## src/rtl/lsu_pkg.sv

```systemverilog
// lsu_pkg: shared types and helpers for the load/store unit
// Contents: dmctrl_t memory access encodings, lsu_state_t FSM states,
//   access_size() giving the byte count of an access (0 for illegal encodings).
package lsu_pkg;

    typedef enum logic [2:0] {
        DM_B  = 3'b000,
        DM_H  = 3'b001,
        DM_W  = 3'b010,
        DM_BU = 3'b100,
        DM_HU = 3'b101
    } dmctrl_t;

    typedef enum logic [1:0] {
        IDLE,
        ACCESS,
        RESP
    } lsu_state_t;

    function automatic logic [2:0] access_size(dmctrl_t c);
        return (c == DM_B || c == DM_BU) ? 3'd1 :
               (c == DM_H || c == DM_HU) ? 3'd2 :
               (c == DM_W)               ? 3'd4 : 3'd0;
    endfunction

endpackage

```

## src/rtl/load_store_unit_if.sv

```systemverilog
// load_store_unit_if: request/response handshake between the CPU datapath and the load/store unit
// Signals: req_valid/req_ready/req_we/req_ctrl/req_addr/req_wdata (request),
//   rsp_valid/rsp_ready/rsp_rdata/rsp_err (response).
// Modports: master = CPU datapath, slave = load/store unit.
interface load_store_unit_if #(
    parameter int ADDR_W = 32
) ();
    logic              req_valid;
    logic              req_ready;
    logic              req_we;
    logic [2:0]        req_ctrl;
    logic [ADDR_W-1:0] req_addr;
    logic [31:0]       req_wdata;
    logic              rsp_valid;
    logic              rsp_ready;
    logic [31:0]       rsp_rdata;
    logic              rsp_err;

    modport master (
        output req_valid, req_we, req_ctrl, req_addr, req_wdata, rsp_ready,
        input  req_ready, rsp_valid, rsp_rdata, rsp_err
    );

    modport slave (
        input  req_valid, req_we, req_ctrl, req_addr, req_wdata, rsp_ready,
        output req_ready, rsp_valid, rsp_rdata, rsp_err
    );
endinterface

```

## src/rtl/lsu_load_extend.sv

```systemverilog
// lsu_load_extend: sign/zero-extends assembled little-endian load bytes according to the access type
// Ports: raw (assembled bytes, lane 0 = lowest address), ctrl (access type), data (extended result).
module lsu_load_extend
    import lsu_pkg::*;
(
    input  logic [31:0] raw,
    input  dmctrl_t     ctrl,
    output logic [31:0] data
);
    assign data = (ctrl == DM_B)  ? {{24{raw[7]}}, raw[7:0]}   :
                  (ctrl == DM_BU) ? {24'h0, raw[7:0]}          :
                  (ctrl == DM_H)  ? {{16{raw[15]}}, raw[15:0]} :
                  (ctrl == DM_HU) ? {16'h0, raw[15:0]}         : raw;
endmodule

```

## src/rtl/load_store_unit.sv

```systemverilog
// load_store_unit: data-memory initiator that splits misaligned accesses into sequential byte beats
// Ports: clk, rst_n (asynchronous, active low); lsu (request/response handshake, slave side);
//   Address/DataWr/DMWr/DMCtrl drive the byte-addressed little-endian memory, DataRd is its
//   combinational read data.
// Build option: define LSU_MISALIGN_TRAP_EN to reject misaligned halfword/word accesses instead of
//   splitting them.
module load_store_unit
    import lsu_pkg::*;
#(
    parameter int MEM_BYTES = 32,
    parameter int ADDR_W    = 32
) (
    input  logic              clk,
    input  logic              rst_n,
    load_store_unit_if.slave  lsu,
    output logic [ADDR_W-1:0] Address,
    output logic [31:0]       DataWr,
    output logic              DMWr,
    output logic [2:0]        DMCtrl,
    input  logic [31:0]       DataRd
);
    lsu_state_t        state, state_n;
    logic              we, spl, accept, done, bad, misal, split, err;
    dmctrl_t           ctrl;
    logic [ADDR_W-1:0] addr;
    logic [31:0]       wdata, asm_q, asm_n, ext;
    logic [1:0]        beat, last;
    logic [4:0]        sh;
    logic [2:0]        size;
    logic [ADDR_W:0]   top_byte;

    // One extra address bit so a request that wraps past 2^ADDR_W still lands above MEM_BYTES.
    assign size     = access_size(dmctrl_t'(lsu.req_ctrl));
    assign top_byte = {1'b0, lsu.req_addr} + (ADDR_W+1)'(size) - (ADDR_W+1)'(1);
    assign bad      = size == 3'd0 || top_byte >= (ADDR_W+1)'(MEM_BYTES);
    assign misal    = (size == 3'd2 && lsu.req_addr[0]) || (size == 3'd4 && lsu.req_addr[1:0] != 2'b00);

`ifdef LSU_MISALIGN_TRAP_EN
    assign split = 1'b0;
    assign err   = bad | misal;
`else
    assign split = misal;
    assign err   = bad;
`endif

    // Split loads deposit DataRd[7:0] into the lane of the current beat; aligned loads take DataRd whole.
    assign sh    = {beat, 3'b000};
    assign asm_n = spl ? (asm_q & ~(32'hFF << sh)) | ({24'h0, DataRd[7:0]} << sh) : DataRd;

    lsu_load_extend u_ext (
        .raw  (asm_n),
        .ctrl (ctrl),
        .data (ext)
    );

    always_ff @(posedge clk or negedge rst_n)
        if (!rst_n) state <= IDLE;
        else        state <= state_n;

    always_comb begin
        state_n       = state;
        accept        = 1'b0;
        done          = 1'b0;
        lsu.req_ready = state == IDLE;
        lsu.rsp_valid = state == RESP;
        case (state)
            IDLE: if (lsu.req_valid) begin
                accept  = 1'b1;
                state_n = err ? RESP : ACCESS;
            end
            ACCESS: if (beat == last) begin
                done    = 1'b1;
                state_n = RESP;
            end
            RESP: if (lsu.rsp_ready) state_n = IDLE;
            default: state_n = IDLE;
        endcase
    end

    always_ff @(posedge clk or negedge rst_n)
        if (!rst_n) begin
            we            <= 1'b0;
            spl           <= 1'b0;
            ctrl          <= DM_W;
            addr          <= '0;
            wdata         <= '0;
            asm_q         <= '0;
            beat          <= '0;
            last          <= '0;
            Address       <= '0;
            DataWr        <= '0;
            DMWr          <= 1'b0;
            DMCtrl        <= DM_W;
            lsu.rsp_rdata <= '0;
            lsu.rsp_err   <= 1'b0;
        end else if (accept) begin
            we            <= lsu.req_we;
            spl           <= split;
            ctrl          <= dmctrl_t'(lsu.req_ctrl);
            addr          <= lsu.req_addr;
            wdata         <= lsu.req_wdata;
            asm_q         <= '0;
            beat          <= '0;
            last          <= split ? 2'(size - 3'd1) : 2'd0;
            Address       <= lsu.req_addr;
            DataWr        <= lsu.req_wdata;
            DMWr          <= lsu.req_we & ~err;
            DMCtrl        <= split ? (lsu.req_we ? DM_B : DM_BU) : lsu.req_ctrl;
            lsu.rsp_rdata <= '0;
            lsu.rsp_err   <= err;
        end else if (state == ACCESS) begin
            asm_q <= asm_n;
            if (done) begin
                DMWr          <= 1'b0;
                lsu.rsp_rdata <= we ? '0 : ext;
            end else begin
                beat    <= beat + 2'd1;
                Address <= addr + ADDR_W'(beat + 2'd1);
                DataWr  <= wdata >> {beat + 2'd1, 3'b000};
            end
        end
endmodule

```

## src/flat_wrapper.sv

```systemverilog
// flat-port wrapper written by rule: the top's interface ports become plain ports
module load_store_unit_flat import lsu_pkg::*;
#(
    parameter int MEM_BYTES = 32,
    parameter int ADDR_W    = 32
)
  (clk, rst_n, Address, DataWr, DMWr, DMCtrl, DataRd, lsu_req_valid, lsu_req_we, lsu_req_ctrl, lsu_req_addr, lsu_req_wdata, lsu_rsp_ready, lsu_req_ready, lsu_rsp_valid, lsu_rsp_rdata, lsu_rsp_err);
  load_store_unit_if #(.ADDR_W(ADDR_W)) lsu_i ();
  input  logic clk;
  input  logic rst_n;
  output logic [ADDR_W-1:0] Address;
  output logic [31:0] DataWr;
  output logic DMWr;
  output logic [2:0] DMCtrl;
  input  logic [31:0] DataRd;
  input wire logic [$bits(lsu_i.req_valid)-1:0] lsu_req_valid;
  input wire logic [$bits(lsu_i.req_we)-1:0] lsu_req_we;
  input wire logic [$bits(lsu_i.req_ctrl)-1:0] lsu_req_ctrl;
  input wire logic [$bits(lsu_i.req_addr)-1:0] lsu_req_addr;
  input wire logic [$bits(lsu_i.req_wdata)-1:0] lsu_req_wdata;
  input wire logic [$bits(lsu_i.rsp_ready)-1:0] lsu_rsp_ready;
  output wire logic [$bits(lsu_i.req_ready)-1:0] lsu_req_ready;
  output wire logic [$bits(lsu_i.rsp_valid)-1:0] lsu_rsp_valid;
  output wire logic [$bits(lsu_i.rsp_rdata)-1:0] lsu_rsp_rdata;
  output wire logic [$bits(lsu_i.rsp_err)-1:0] lsu_rsp_err;
  assign lsu_i.req_valid = lsu_req_valid;
  assign lsu_i.req_we = lsu_req_we;
  assign lsu_i.req_ctrl = lsu_req_ctrl;
  assign lsu_i.req_addr = lsu_req_addr;
  assign lsu_i.req_wdata = lsu_req_wdata;
  assign lsu_i.rsp_ready = lsu_rsp_ready;
  assign lsu_req_ready = lsu_i.req_ready;
  assign lsu_rsp_valid = lsu_i.rsp_valid;
  assign lsu_rsp_rdata = lsu_i.rsp_rdata;
  assign lsu_rsp_err = lsu_i.rsp_err;
  load_store_unit #(.MEM_BYTES(MEM_BYTES), .ADDR_W(ADDR_W)) u_core (.clk(clk), .rst_n(rst_n), .lsu(lsu_i), .Address(Address), .DataWr(DataWr), .DMWr(DMWr), .DMCtrl(DMCtrl), .DataRd(DataRd));
endmodule
```

## config.mk

```make
export PLATFORM = sky130hd
export DESIGN_NAME = load_store_unit_flat
export DESIGN_NICKNAME = d
export VERILOG_FILES = /design/src/rtl/lsu_pkg.sv /design/src/rtl/load_store_unit_if.sv /design/src/rtl/lsu_load_extend.sv /design/src/rtl/load_store_unit.sv /design/src/flat_wrapper.sv
export SDC_FILE = /design/constraint.sdc
export NUM_CORES = 1
export LEC_CHECK = 0
export BUFFER_PORTS_ARGS = -buffer_cell sky130_fd_sc_hd__buf_4
export CAP_MARGIN = 25
export CORE_MARGIN = 2
export CORE_UTILIZATION = 62
export DETAILED_ROUTE_END_ITERATION = 10
export PLACE_DENSITY = 0.93
export SLEW_MARGIN = 20
export SYNTH_ARGS = -nofsm -noshare
export SYNTH_HDL_FRONTEND = slang
export SYNTH_HIERARCHICAL = 1
export SYNTH_SLANG_ARGS = --single-unit
```

## constraint.sdc

```tcl
create_clock -name clk -period 6.45 [get_ports clk]
set_input_delay 1.29 -clock clk [delete_from_list [all_inputs] [get_ports clk]]
set_output_delay 1.29 -clock clk [all_outputs]
set_load 0.02 [all_outputs]
```

After elaboration in Yosys (flattened, before gate mapping)
Index checks and enable logic that the tools add are counted.
Operators by class
  add/subtract/negate cells: 6
  $lt $le $gt $ge: 1
  equal/unequal tests: 16
  shift-type cells: 3
  mux-type cells: 38
  bitwise operators: 5
  reduce and logical (&&, ||, !) cells: 16
Operator list (number)
  2-to-1 mux 32 bit: 17
  adder 32 x 3 -> 33 bit: 1
  >= comparator 33 x 6 -> 1 bit, second input constant: 1
  subtractor 33 x 1 -> 33 bit, second input constant: 1
  adder 32 bit: 1
  AND 32 bit: 1
  NOT 32 bit: 1
  OR 32 bit: 1
  left shift 8 x 5 -> 32 bit: 1
  left shift 8 x 5 -> 32 bit, first input constant: 1
  right shift 32 x 5 -> 32 bit: 1
  2-to-1 mux 2 bit: 8
  equality test 3 bit, second input constant: 5
  2-to-1 mux 3 bit: 5
  zero test 3 bit: 3
  2-to-1 mux 1 bit: 7
  equality test 3 x 1 -> 1 bit, second input constant: 2
  equality test 3 x 2 -> 1 bit, second input constant: 2
  case mux 2 bit (3 select lines): 1
  nonzero test 2 bit: 3
  logical OR 1 bit: 4
  inequality test 2 x 1 -> 1 bit, second input constant: 2
  inequality test 2 bit, second input constant: 2
  AND reduction 2 bit: 2
  other kinds (11): 12
Storage, ports and cells
  flip-flop bits (word level): 208
  bits of input ports: 104
  output and inout port bits: 103
  word-level logic and storage cells: 100

Depth between registers and ports, before layout
Gate-level depths: netlist (run 1).
  depth in word-level cells: 13
  gate-level depth with buffers: 16
  depth with buffers taken out: 16

Modules after synthesis
Netlist (run 1), hierarchy kept.
Modules (own cells, without submodules)
  load_store_unit: instances 1, cells an instance 1423, area each 12169.2 um^2, seq. area each 5207.5 um^2
  lsu_load_extend: instances 1, cells an instance 67, area each 364.1 um^2, seq. area each 0.0 um^2

Worst setup path before layout (run 1)
Ideal clock, no wire load.
  kind: input to register
  start: input lsu_req_ctrl[1]
  end: register u_core.DMWr
  library setup time: 0.074 ns
  arrival: 4.460 ns
  data required time: 6.376 ns
  setup slack: 1.916 ns
  stages on the path: 14
  buffers on the path: 0
  cells stage by stage: inv_1 -> or3_1 -> ha_1 -> inv_1 -> ha_1 -> a21oi_1 -> o22ai_2 -> o21ai_2 -> a2111oi_2 -> o311a_1 -> or3_1 -> a211o_1 -> or4_4 -> o21ai_2
Between the ends
  cells in the longest elaborated chain, start to end: 11
  elaborated cells between the ends (all ways): 18
  those cells by class: 2 x add/sub; 1 x order compare; 4 x eq/ne; 4 x mux; 2 x bitwise; 5 x reduce/logical
RTL lines
  from (decl): RTL line flat_wrapper.sv:18  | input wire logic [$bits(lsu_i.req_ctrl)-1:0] lsu_req_ctrl;
  equality test 3 x 2 -> 1 bit (tied with other cells): RTL line lsu_pkg.sv:23  | (c == DM_W) ? 3'd4 : 3'd0;
  2-to-1 mux 3 bit or logical OR 1 bit (tied branches): RTL line lsu_pkg.sv:23, lsu_pkg.sv:22
  2-to-1 mux 3 bit: RTL line lsu_pkg.sv:22  | (c == DM_H || c == DM_HU) ? 3'd2 :
  2-to-1 mux 3 bit *: RTL line lsu_pkg.sv:21  | return (c == DM_B || c == DM_BU) ? 3'd1 :
  adder 32 x 3 -> 33 bit: RTL line load_store_unit.sv:34  | assign top_byte = {1'b0, lsu.req_addr} + (ADDR_W+1)'(size) - (ADDR_W+1)'(1);
  subtractor 33 x 1 -> 33 bit: RTL line load_store_unit.sv:34
  >= comparator 33 x 6 -> 1 bit: RTL line load_store_unit.sv:35  | assign bad = size == 3'd0 || top_byte >= (ADDR_W+1)'(MEM_BYTES);
  logical OR 1 bit *: RTL line load_store_unit.sv:35
  NOT 1 bit *: RTL line load_store_unit.sv:107  | DMWr <= lsu.req_we & ~err;
  AND 1 bit *: RTL line load_store_unit.sv:107
  2-to-1 mux 1 bit *: RTL line load_store_unit.sv:96  | end else if (accept) begin
  to (signal assigned): RTL line load_store_unit.sv:107
  to (decl): RTL line load_store_unit.sv:18  | output logic DMWr,
Mark *: on every way between the ends. The rest lies on a longest branch, timed or not.
A chain may end at the register's enable or synchronous reset.

Worst setup path after layout (run 1)
Same ends and word-level chain as after synthesis.

==> flow_summary.yaml, run 1 <==
floorplan:
  die_area_um2: 21370
  initial_core_util_pct: 62.54
  core_um2: 20040
  row_count: 52
  dieHeight_um: 146.2
  die_x_um: 146.2
  io_pins: 207
final_layout:
  fillCellCount: 1471
  num-nets-final: 1778
  antenna_cells: 0
  drive_above_1_share_pct: 17.90
  multi_input_area_um2: 6665
  syn_to_final_growth_pct: 18.06
  regArea_um2: 5207
  fin_cells: 1918
synthesis:
  syn_nets: 1636
  ys_top_cells_by_area: "dfrtp_1, nand2_1, o21ai_0, a22o_1, a21oi_1"
  ys_async_sr_fraction_pct: 100.0
  yosysSeqAreaShare_pct: 41.55
  synthTopCellsByCount: "nand2_1, dfrtp_1, o21ai_0"
  yosysUniqueCellTypes: 89
  synth_seq_cells: 208
  synth_warnings: 6
  syn_avg_cell_area_um2: 8.412
  synth_most_common_cell: "nand2_1"
  yosysTopAreaCellShare_pct: 41.13
  synth_flop_cell: "dfrtp_1"
  netlist_instances: 1490
  netlist_area_um2: 12530
  synth_edf_count: 0
  synth_area_leader_cell: "dfrtp_1"
drt:
  drc_errors: 0
  vias_per_cell: 6.314
  vias: 12110
  drtAntennaViolNets: 0
  wl_um: 38860
  wire_per_inst_um: 20.26
  first_pass_iters: 7
  drtIter0Drc: 1388
power_and_ir_drop:
  power_density_nw_per_um2: 284.6
  internal_power_uw: 2712
  vdd.ir_drop.worst_mv: 0.2324
  swShare_pct: 35.59
  p_switching_uw: 1498
  power_frac_seq_pct: 40.1
  p_leak_uw: 0.007074
  power_frac_comb_pct: 29.9
  clockPowerShare_pct: 30.0
worst_setup_path:
  critical-path-top-delay-family: "compound AO/OA/AOI/OAI gates"
  rr_worst_depth: 10
  slowest_delay_ps: 560
  crit-reg2reg-launch: "u_core/beat[1]"
  crit_start: "lsu_req_ctrl[1]"
  path_buf_inv: 3
  endpoint_kind: "flop"
  crit_cells: 15
  worst-endpoint-required_ps: 6880
  crit_chain: "buf_4 -> inv_1 -> or3_1 -> ha_1 -> inv_1 -> ha_1 -> a21oi_1 -> o22ai_2 -> o21ai_2 -> a2111oi_2 -> nor3_1 -> a2111oi_0 -> nand4_1 -> or4_4 -> o21ai_2"
  slowest_stage: "a2111oi_2"
  crit_path_start_kind: "input port"
  worstPathArrival_ps: 5050
  worstSetupPathType: "input port to flop"
  crit_fanout: 6
global_route:
  grtUsageTotal_pct: 35.96
  grt_pass1_wl_um: 62560
  grt.overflow.total: 0
  grt_start_max_net_pins: 101
  grt_pass1_vias: 11640
  antenna_found_initial: 0
clock_tree:
  cts_resized: 0
  htree_num_levels: 1
  cts_max_path_buffers: 3
  clk_pin_slew_ps: 60
  cts_tree: "done"
  cts.sinks: 208
  cts_root_buf: "clkbuf_16"
  clk_latency_ps: 520
  holdBufCountCts: 0
  cts_buffers: 22
  cts_setup_buffers: 0
hold_path:
  hp-start: "u_core/DataWr[5]"
  hp-class: "flop to flop"
  holdPathStages: 2
timing:
  finalClockSkew_ps: 25.88
  max_clock_freq_ghz: 0.2162
  slew_headroom_pct: 27.81
  setup_violations: 0
  worst_slew_pin_slew_ps: 1075
  fin_crit_sh_pct: 71.71
  finalCriticalPeriod_ps: 4625
  drv_slew: 0
  grt_setup_unrepaired: "false"
  final.setup.tns_ps: 0
  finalHoldViolCount: 0
placed_design:
  gp_congestion: 1.020
  io_buffers: 206
  hpwl_um: 27370
  place_inst: 1878
outcome:
  status: "finished, final reports clean"
job:
  maxCapViolCount: 0
==> metrics by stage <==
step	instance area, um2	setup WS [ps]	util, %	total power, uW	hold slack, ps
floorplan	12530	1916	-	2437	445.4
global placement	14090	1434	70.29	2885	456.7
detailed placement	14090	1406	70.29	2930	462.8
CTS	14800	1911	73.84	4197	485.7
global route	14800	1425	73.84	4410	499.2
finish	14800	1825	73.84	4211	480.2
==> final timing paths <==
kind,to,slack (ps)
max in group asynchronous,u_core/ctrl[2],4250
max reg2reg,u_core/Address[31],3140
min in group asynchronous,u_core/lsu.rsp_rdata[25],890
min reg2reg,u_core/DataWr[5],480
max,u_core/DMWr,1820
min,u_core/DataWr[5],480
==> kinds of logic after synthesis <==
kind of cell / count (synthesis) / share of synthesized area (%)
simple gates: 541 / 19.32
flops: 208 / 41.55
xor+xnor: 21 / 1.468
mux: 43 / 3.624
compound gates: 472 / 24.21
fa+ha+maj: 42 / 4.313
buf+inv: 163 / 5.521
==> power groups by stage <==
| stage | sequential (uW) | combinational, uW | clock (uW) |
|---|---|---|---|
| after detailed placement | 1700 | 1230 | 0 |
| after global routing | 1710 | 1370 | 1330 |
| after floorplan | 1780 | 652 | 0 |
| final | 1690 | 1260 | 1260 |
| after CTS | 1680 | 1240 | 1270 |
| after global placement | 1690 | 1200 | 0 |
==> layer usage <==
layer | vias to the layer above | track usage, % | routed length, um
li1 | 5519 | - | -
met4 | 0 | 14.81 | 1746
met3 | 130 | 5.344 | 3496
met1 | 5774 | 49.46 | 15530
met2 | 687 | 57.69 | 18090
met5 | - | 0 | 0
==> worst register-to-register path: stages (launching register included) <==
cell	delay, ps
dfrtp_1	600
ha_1	380
nor2b_1	190
o211ai_1	200
nor3_1	430
and3_1	390
nand2_1	100
nor2_1	270
nand3_1	140
mux2i_1	310
o21ai_0	150
==> final cells by class <==
class	count	share of cell area [%]
Tap cell	270	2.283
Clock buffer	35	4.389
Inverter	64	1.624
Clock inverter	5	0.4143
Sequential cell	208	35.19
Timing Repair Buffer	217	11.05
Multi-Input combinational cell	1119	45.04
==> state kept, by name, summed over array words and instances (netlist names) <==
register and count:
u_core/lsu.rsp_err 1, u_core/lsu.rsp_rdata 32, u_core/DMWr 1, u_core/wdata 32, u_core/we 1, u_core/DMCtrl 3, u_core/beat 2, u_core/Address 32
u_core/DataWr 32, u_core/ctrl 3, u_core/asm_q 32, u_core/addr 32, u_core/state 2, u_core/spl 1, u_core/last 2
==> layout by cell type, fill, tap and decap left out, drive strengths merged, types with 34 or more instances in the layout <==
cell type	n
a21oi	119
a22o	72
buf	216
clkbuf	36
dfrtp	206
ha	40
inv	64
mux2i	34
nand2	306
nor2	81
o21ai	174
Note: power is estimated with default switching activity, not from simulation.
==> run 2: changes to the inputs <==
- ABC_AREA: not set -> 1
- CORE_UTILIZATION: 62 -> 52
- PLACE_DENSITY: 0.93 -> 0.83
- clock period: 6.45 -> 3.83 ns (I/O delays scaled with it)
==> run 2 against run 1 <==
Compared with the run above:
- final cell count up 26%
- non-clock buffer count increased by 14
- via count grew 10%
- worst hold slack worse by 110 ps
- sequential share of layout area is 2.1 points lower
- register-to-register slack worse by 2000 ps
- critical endpoint is now u_core/lsu.rsp_err
- synthesized cell count rose by 28%
- routed wire length is 3.8% higher
- utilization down 11 points
- highest routed layer unchanged
==> flow_summary.yaml, run 2 <==
outcome:
  status: "finished, final reports clean"
synthesis:
  yosysSeqAreaShare_pct: 39.34
  synth_area_leader_cell: "dfrtp_1"
  synth_seq_cells: 208
  yosysUniqueCellTypes: 46
  syn_avg_cell_area_um2: 6.931
  yosysTopAreaCellShare_pct: 38.94
  netlist_area_um2: 13240
  ys_top_cells_by_area: "dfrtp_1, nand2_1, inv_1, nand3_1, nor2_1"
  ys_async_sr_fraction_pct: 100.0
  syn_nets: 2056
  netlist_instances: 1910
  synth_most_common_cell: "nand2_1"
  synthTopCellsByCount: "nand2_1, inv_1, dfrtp_1"
  synth_warnings: 6
  synth_edf_count: 0
  synth_flop_cell: "dfrtp_1"
timing:
  finalHoldViolCount: 0
  worst_hold_slack_ps: 368.3
  drv_slew: 0
  grt_setup_unrepaired: "false"
  finalClockSkew_ps: 16.54
  final.setup.tns_ps: 0
  finalCriticalPeriod_ps: 3068
  setup_violations: 0
  max_clock_freq_ghz: 0.3260
  worst_slew_pin_slew_ps: 836.9
  fin_crit_sh_pct: 80.10
  slew_headroom_pct: 44.21
worst_setup_path:
  endpoint_kind: "flop"
  worstPathArrival_ps: 3450
  crit_path_start_kind: "input port"
  ff2ff_setup_slack_ps: 1150
  crit_cells: 23
  crit_chain: "buf_4 -> or2_2 -> ha_1 -> inv_1 -> ha_1 -> inv_1 -> fa_1 -> inv_1 -> nand2_1 -> nand2_1 -> nand3_1 -> nand2_2 -> nand2_1 -> nand2_1 -> nand2_1 -> nand2_1 -> nand2_1 -> nor2_1 -> nand3_1 -> nor2_2 -> nand3_2 -> nor2_1 -> nor2_1"
  path_buf_inv: 4
  crit_fanout: 4
  crit_path_end: "u_core/lsu.rsp_err"
  crit_start: "lsu_req_ctrl[0]"
  slowest_delay_ps: 370
  slowest_stage: "fa_1"
  worstSetupPathType: "input port to flop"
  worst-endpoint-required_ps: 4220
  r2r_end: "u_core/Address[31]"
  critical-path-top-delay-family: "simple AND/OR/NAND/NOR gates"
  crit_top_cell: "nand2_1"
  crit-reg2reg-launch: "u_core/beat[1]"
  rr_worst_depth: 12
drt:
  drc_errors: 0
  drtIter0Drc: 1403
  drtAntennaViolNets: 0
  vias: 13380
  first_pass_iters: 5
  vias_per_cell: 5.525
  wire_per_inst_um: 16.66
  wl_um: 40340
final_layout:
  fin_cells: 2421
  regArea_um2: 5210
  fillCellCount: 2266
  final_common_cell: "nand2_1"
  antenna_cells: 0
  multi_input_area_um2: 6661
  syn_to_final_growth_pct: 19.08
  fin_area_um2: 15760
  final_cell_mix: "nand2_1, inv_1, buf_4, dfrtp_1, nor2_1"
  num-nets-final: 2221
  drive_above_1_share_pct: 15.93
  final_util_pct: 62.78
clock_tree:
  htree_num_levels: 1
  cts_setup_buffers: 0
  cts_max_path_buffers: 3
  cts_resized: 0
  cts_root_buf: "clkbuf_16"
  cts_buffers: 23
  cts_tree: "done"
  cts.sinks: 208
  holdBufCountCts: 0
  clk_latency_ps: 510
  clk_pin_slew_ps: 60
global_route:
  antenna_found_initial: 0
  grt_pass1_vias: 12490
  grtUsageTotal_pct: 29.72
  grt.overflow.total: 0
  grt_pass1_wl_um: 63740
  grt_start_max_net_pins: 106
power_and_ir_drop:
  p_leak_uw: 0.008425
  p_switching_uw: 2754
  clockPowerShare_pct: 29.9
  internal_power_uw: 4919
  power_density_nw_per_um2: 486.8
  power_frac_seq_pct: 38.6
  power_frac_comb_pct: 31.6
  swShare_pct: 35.89
  vdd.ir_drop.worst_mv: 0.3781
placed_design:
  io_buffers: 206
  postPlaceCellArea_um2: 14990
  gp_congestion: 0.9278
  hpwl_um: 30010
  place_inst: 2380
floorplan:
  dieHeight_um: 163.6
  initial_core_util_pct: 52.72
  die_area_um2: 26750
  core_um2: 25110
  io_pins: 207
  row_count: 58
  die_x_um: 163.6
hold_path:
  hp-class: "input port to async pin"
job:
  maxCapViolCount: 0
[run 2: cell type report]
cell class	instances	area share [%]
flip-flops and latches	208	33.05
well taps	330	2.619
multi-input cells	1361	42.26
clock inverters	11	1.040
clock buffers	30	3.881
inverters	250	5.953
repair buffers	231	11.20
[run 2: power by group through the flow]
stage          combinational (uW)  clock (uW)  sequential, uW
6_report                     2420        2290            2960
5_1_grt                      2670        2420            3010
4_1_cts                      2420        2320            2950
3_5_place_dp                 2400           0            2980
3_3_place_gp                 2350           0            2970
2_1_floorplan                1300           0            3160
[run 2: worst reg2reg max path, cell delays in order (launching register included)]
cell	delay, ps
dfrtp_1	460
ha_1	310
inv_1	30
nor2_1	90
nor2_1	100
nor2_1	190
nand4_1	200
nor2_1	360
nand4_1	250
nor3_1	290
a21oi_1	100
o21ai_0	90
nand2_1	70
[run 2: worst min path at each step]
stage                                   from                  endpoint  slack, ps  cells after the start
detailed placement  u_core/lsu.rsp_rdata[16]  u_core/lsu.rsp_rdata[16]        460                      2
floorplan                    u_core/wdata[5]           u_core/wdata[5]        450                      2
finish                                 rst_n          u_core/DataWr[9]        370                      1
global placement    u_core/lsu.rsp_rdata[14]  u_core/lsu.rsp_rdata[14]        460                      2
global route                           rst_n          u_core/wdata[10]        440                      1
CTS                                    rst_n          u_core/wdata[11]        400                      1
[run 2: per-stage QoR]
step	worst slack (ps)	power, uW
floorplan	820.9	4455
global placement	366.9	5324
detailed placement	277.4	5381
CTS	788.7	7691
global route	551.3	8094
finish	762.2	7673
[run 2: cell families (layout without fill, tap and decap cells)]
| family | Yosys count | in the layout | share of synthesized area [%] |
|---|---|---|---|
| buffers and inverters | 341 | 522 | 10.43 |
| DFF | 208 | 208 | 39.34 |
| adders and majority gates | 42 | 42 | 4.083 |
| AOI/OAI and AO/OA | 251 | 251 | 11.95 |
| xor gates and xnor gates | 1 | 1 | 0.06617 |
| and+or+nand+nor | 1067 | 1067 | 34.13 |
[run 2: routing by layer]
layer	routed length, um	up-vias	GRT usage (%)	share of wire [%]
li1	-	6454	-	-
met1	16830	6199	39.92	42
met2	19350	641	50.65	48
met3	2972	83	3.098	7.4
met4	1184	0	9.410	2.9
met5	0	-	0	0
==> run 3: changes to the inputs <==
- ABC_AREA: 1 -> 0
- CORE_UTILIZATION: 52 -> 58
- PLACE_DENSITY: 0.83 -> 0.88
- clock period: 3.83 -> 3.2 ns (I/O delays scaled with it)
==> run 3 against run 2 <==
Compared with the run above:
- the flow now finishes with violations (negative setup slack)
- via count is 4.1% lower
- worst setup slack got worse by 1100 ps
- clock skew rose by 0.80 ps
- critical endpoint is now u_core/DMWr
- largest cell class unchanged
- highest routed layer unchanged
==> flow_summary.yaml, run 3 (synthesis results as in run 1) <==
clock_tree:
  cts_buffers: 22
  cts.sinks: 208
  clk_pin_slew_ps: 60
  cts_max_path_buffers: 3
  cts_tree: "done"
  clk_latency_ps: 520
  holdBufCountCts: 0
  htree_num_levels: 1
  cts_root_buf: "clkbuf_16"
timing:
  finalHoldViolCount: 0
  max_clock_freq_ghz: 0.2833
  slew_headroom_pct: 41.54
  worst_slack_ps: -329.6
  finalCriticalPeriod_ps: 3530
  grt_setup_unrepaired: "true"
  fin_crit_sh_pct: 110.3
  finalClockSkew_ps: 17.34
  setup_violations: 4
  drv_slew: 0
  worst_slew_pin_slew_ps: 876.9
power_and_ir_drop:
  p_leak_uw: 0.007934
  vdd.ir_drop.worst_mv: 0.4332
  power_density_nw_per_um2: 550.9
  p_total_uw: 8993
drt:
  first_pass_iters: 6
  drc_errors: 0
  drtAntennaViolNets: 0
  vias: 12830
  vias_per_cell: 6.155
  wl_um: 42630
  drtIter0Drc: 1222
  wire_per_inst_um: 20.46
floorplan:
  dieHeight_um: 151
  initial_core_util_pct: 59.43
  row_count: 53
  io_pins: 207
  die_x_um: 151
  die_area_um2: 22800
  core_um2: 21090
global_route:
  antenna_found_initial: 1
  grt.overflow.total: 0
  grt_pass1_vias: 12790
  grtUsageTotal_pct: 37.14
  grt_start_max_net_pins: 85
  grt_pass1_wl_um: 66850
job:
  maxCapViolCount: 0
worst_setup_path:
  ff2ff_setup_slack_ps: 240
  endpoint_kind: "flop"
  crit_start: "lsu_req_ctrl[0]"
  worst-endpoint-required_ps: 3630
  r2r_end: "u_core/Address[31]"
  worstSetupPathType: "input port to flop"
  worstPathArrival_ps: 3960
  rr_worst_depth: 10
  crit_fanout: 4
  crit_path_start_kind: "input port"
  crit-reg2reg-launch: "u_core/beat[1]"
outcome:
  violations: "negative setup slack"
  status: "finished, violations left"
final_layout:
  syn_to_final_growth_pct: 30.25
  num-nets-final: 1940
  final_common_cell: "buf_4"
  final_cell_mix: "buf_4, nand2_1, dfrtp_1, o21ai_0, a21oi_1"
  antenna_cells: 0
  fin_cells: 2084
  fin_area_um2: 16320
  drive_above_1_share_pct: 27.20
  fillCellCount: 1402
hold_path:
  hp-class: "input port to async pin"
placed_design:
  place_inst: 2043
  hpwl_um: 30650
  io_buffers: 206
  gp_congestion: 0.9775
  postPlaceCellArea_um2: 15400
[run 3: cell types whose count changed in the layout (fill, tap and decap cells not counted), sizes merged, moves of 24 or more]
cell	delta
nor3	-34
buf	+148
nand3	-106
nand2	-369
nor2b	+31
inv	-185
mux2i	+34
a31oi	-24
a22o	+72
a21oi	+58
nor2	-86
o21ai	+97
[run 3: worst max-delay path by stage]
stage	endpoint	slack, ps	depth (start not counted)
final	u_core/DMWr	-330	14
after global routing	u_core/DMWr	-400	16
after CTS	u_core/DMWr	-270	14
after detailed placement	u_core/state[0]	-920	17
after global placement	u_core/lsu.rsp_err	-860	15
after floorplan	u_core/DMWr	-560	13
[run 3: per-stage QoR]
| stage | setup slack, ps | TNS (ps) | hold slack (ps) | util (%) |
|---|---|---|---|---|
| after global routing | -397.8 | -1494 | 180.8 | 77.41 |
| after global placement | -856.2 | -3395 | 456.8 | 73.03 |
| after detailed placement | -916.6 | -3611 | 463.9 | 73.05 |
| final | -329.6 | -1198 | 133.9 | 77.41 |
| after CTS | -272.7 | -811.6 | 156.9 | 76.98 |
| after floorplan | -558.1 | -1906 | 344.4 | - |
[run 3: layout make-up]
type	count	area [um2]	share of cell area, %
clock buffer	29	626.9	3.840
clock inverter	10	136.4	0.8354
inverter	64	242.7	1.487
multi-input combinational	1119	6850	41.96
sequential	208	5207	31.90
tap	275	344.1	2.108
timing repair buffer	379	2917	17.87
[run 3: worst max-delay path, cell delays in order]
cell	delay (ps)
buf_6	100
or3_4	410
ha_4	290
inv_2	40
ha_4	250
a21oi_2	50
o22ai_2	270
o21ai_2	130
a2111oi_4	450
o31ai_1	200
nor4_2	300
a311oi_1	120
or4_4	590
o21ai_2	120
[run 3: report_power, final]
part	total [uW]	internal [uW]	switching (uW)
combinational	2860	1160	1700
clock	2700	1620	1080
sequential	3430	3040	388
[run 3: layer usage]
metal | GRT usage, % | vias to the layer above | share of wire (%)
met5 | 0 | - | 0
met4 | 13.97 | 0 | 4.2
met3 | 6.777 | 157 | 8.7
met2 | 62.68 | 699 | 48
met1 | 47.81 | 6124 | 39
li1 | - | 5847 | -
[run 3: what timing repair did]
| action | in CTS | in global routing |
|---|---|---|
| pin swaps | 9 | 11 |
| buffers inserted | 2 | 0 |
| hold endpoints to repair | 0 | 0 |
| gates resized for setup | 12 | 20 |
| setup endpoints to repair | 4 | 4 |
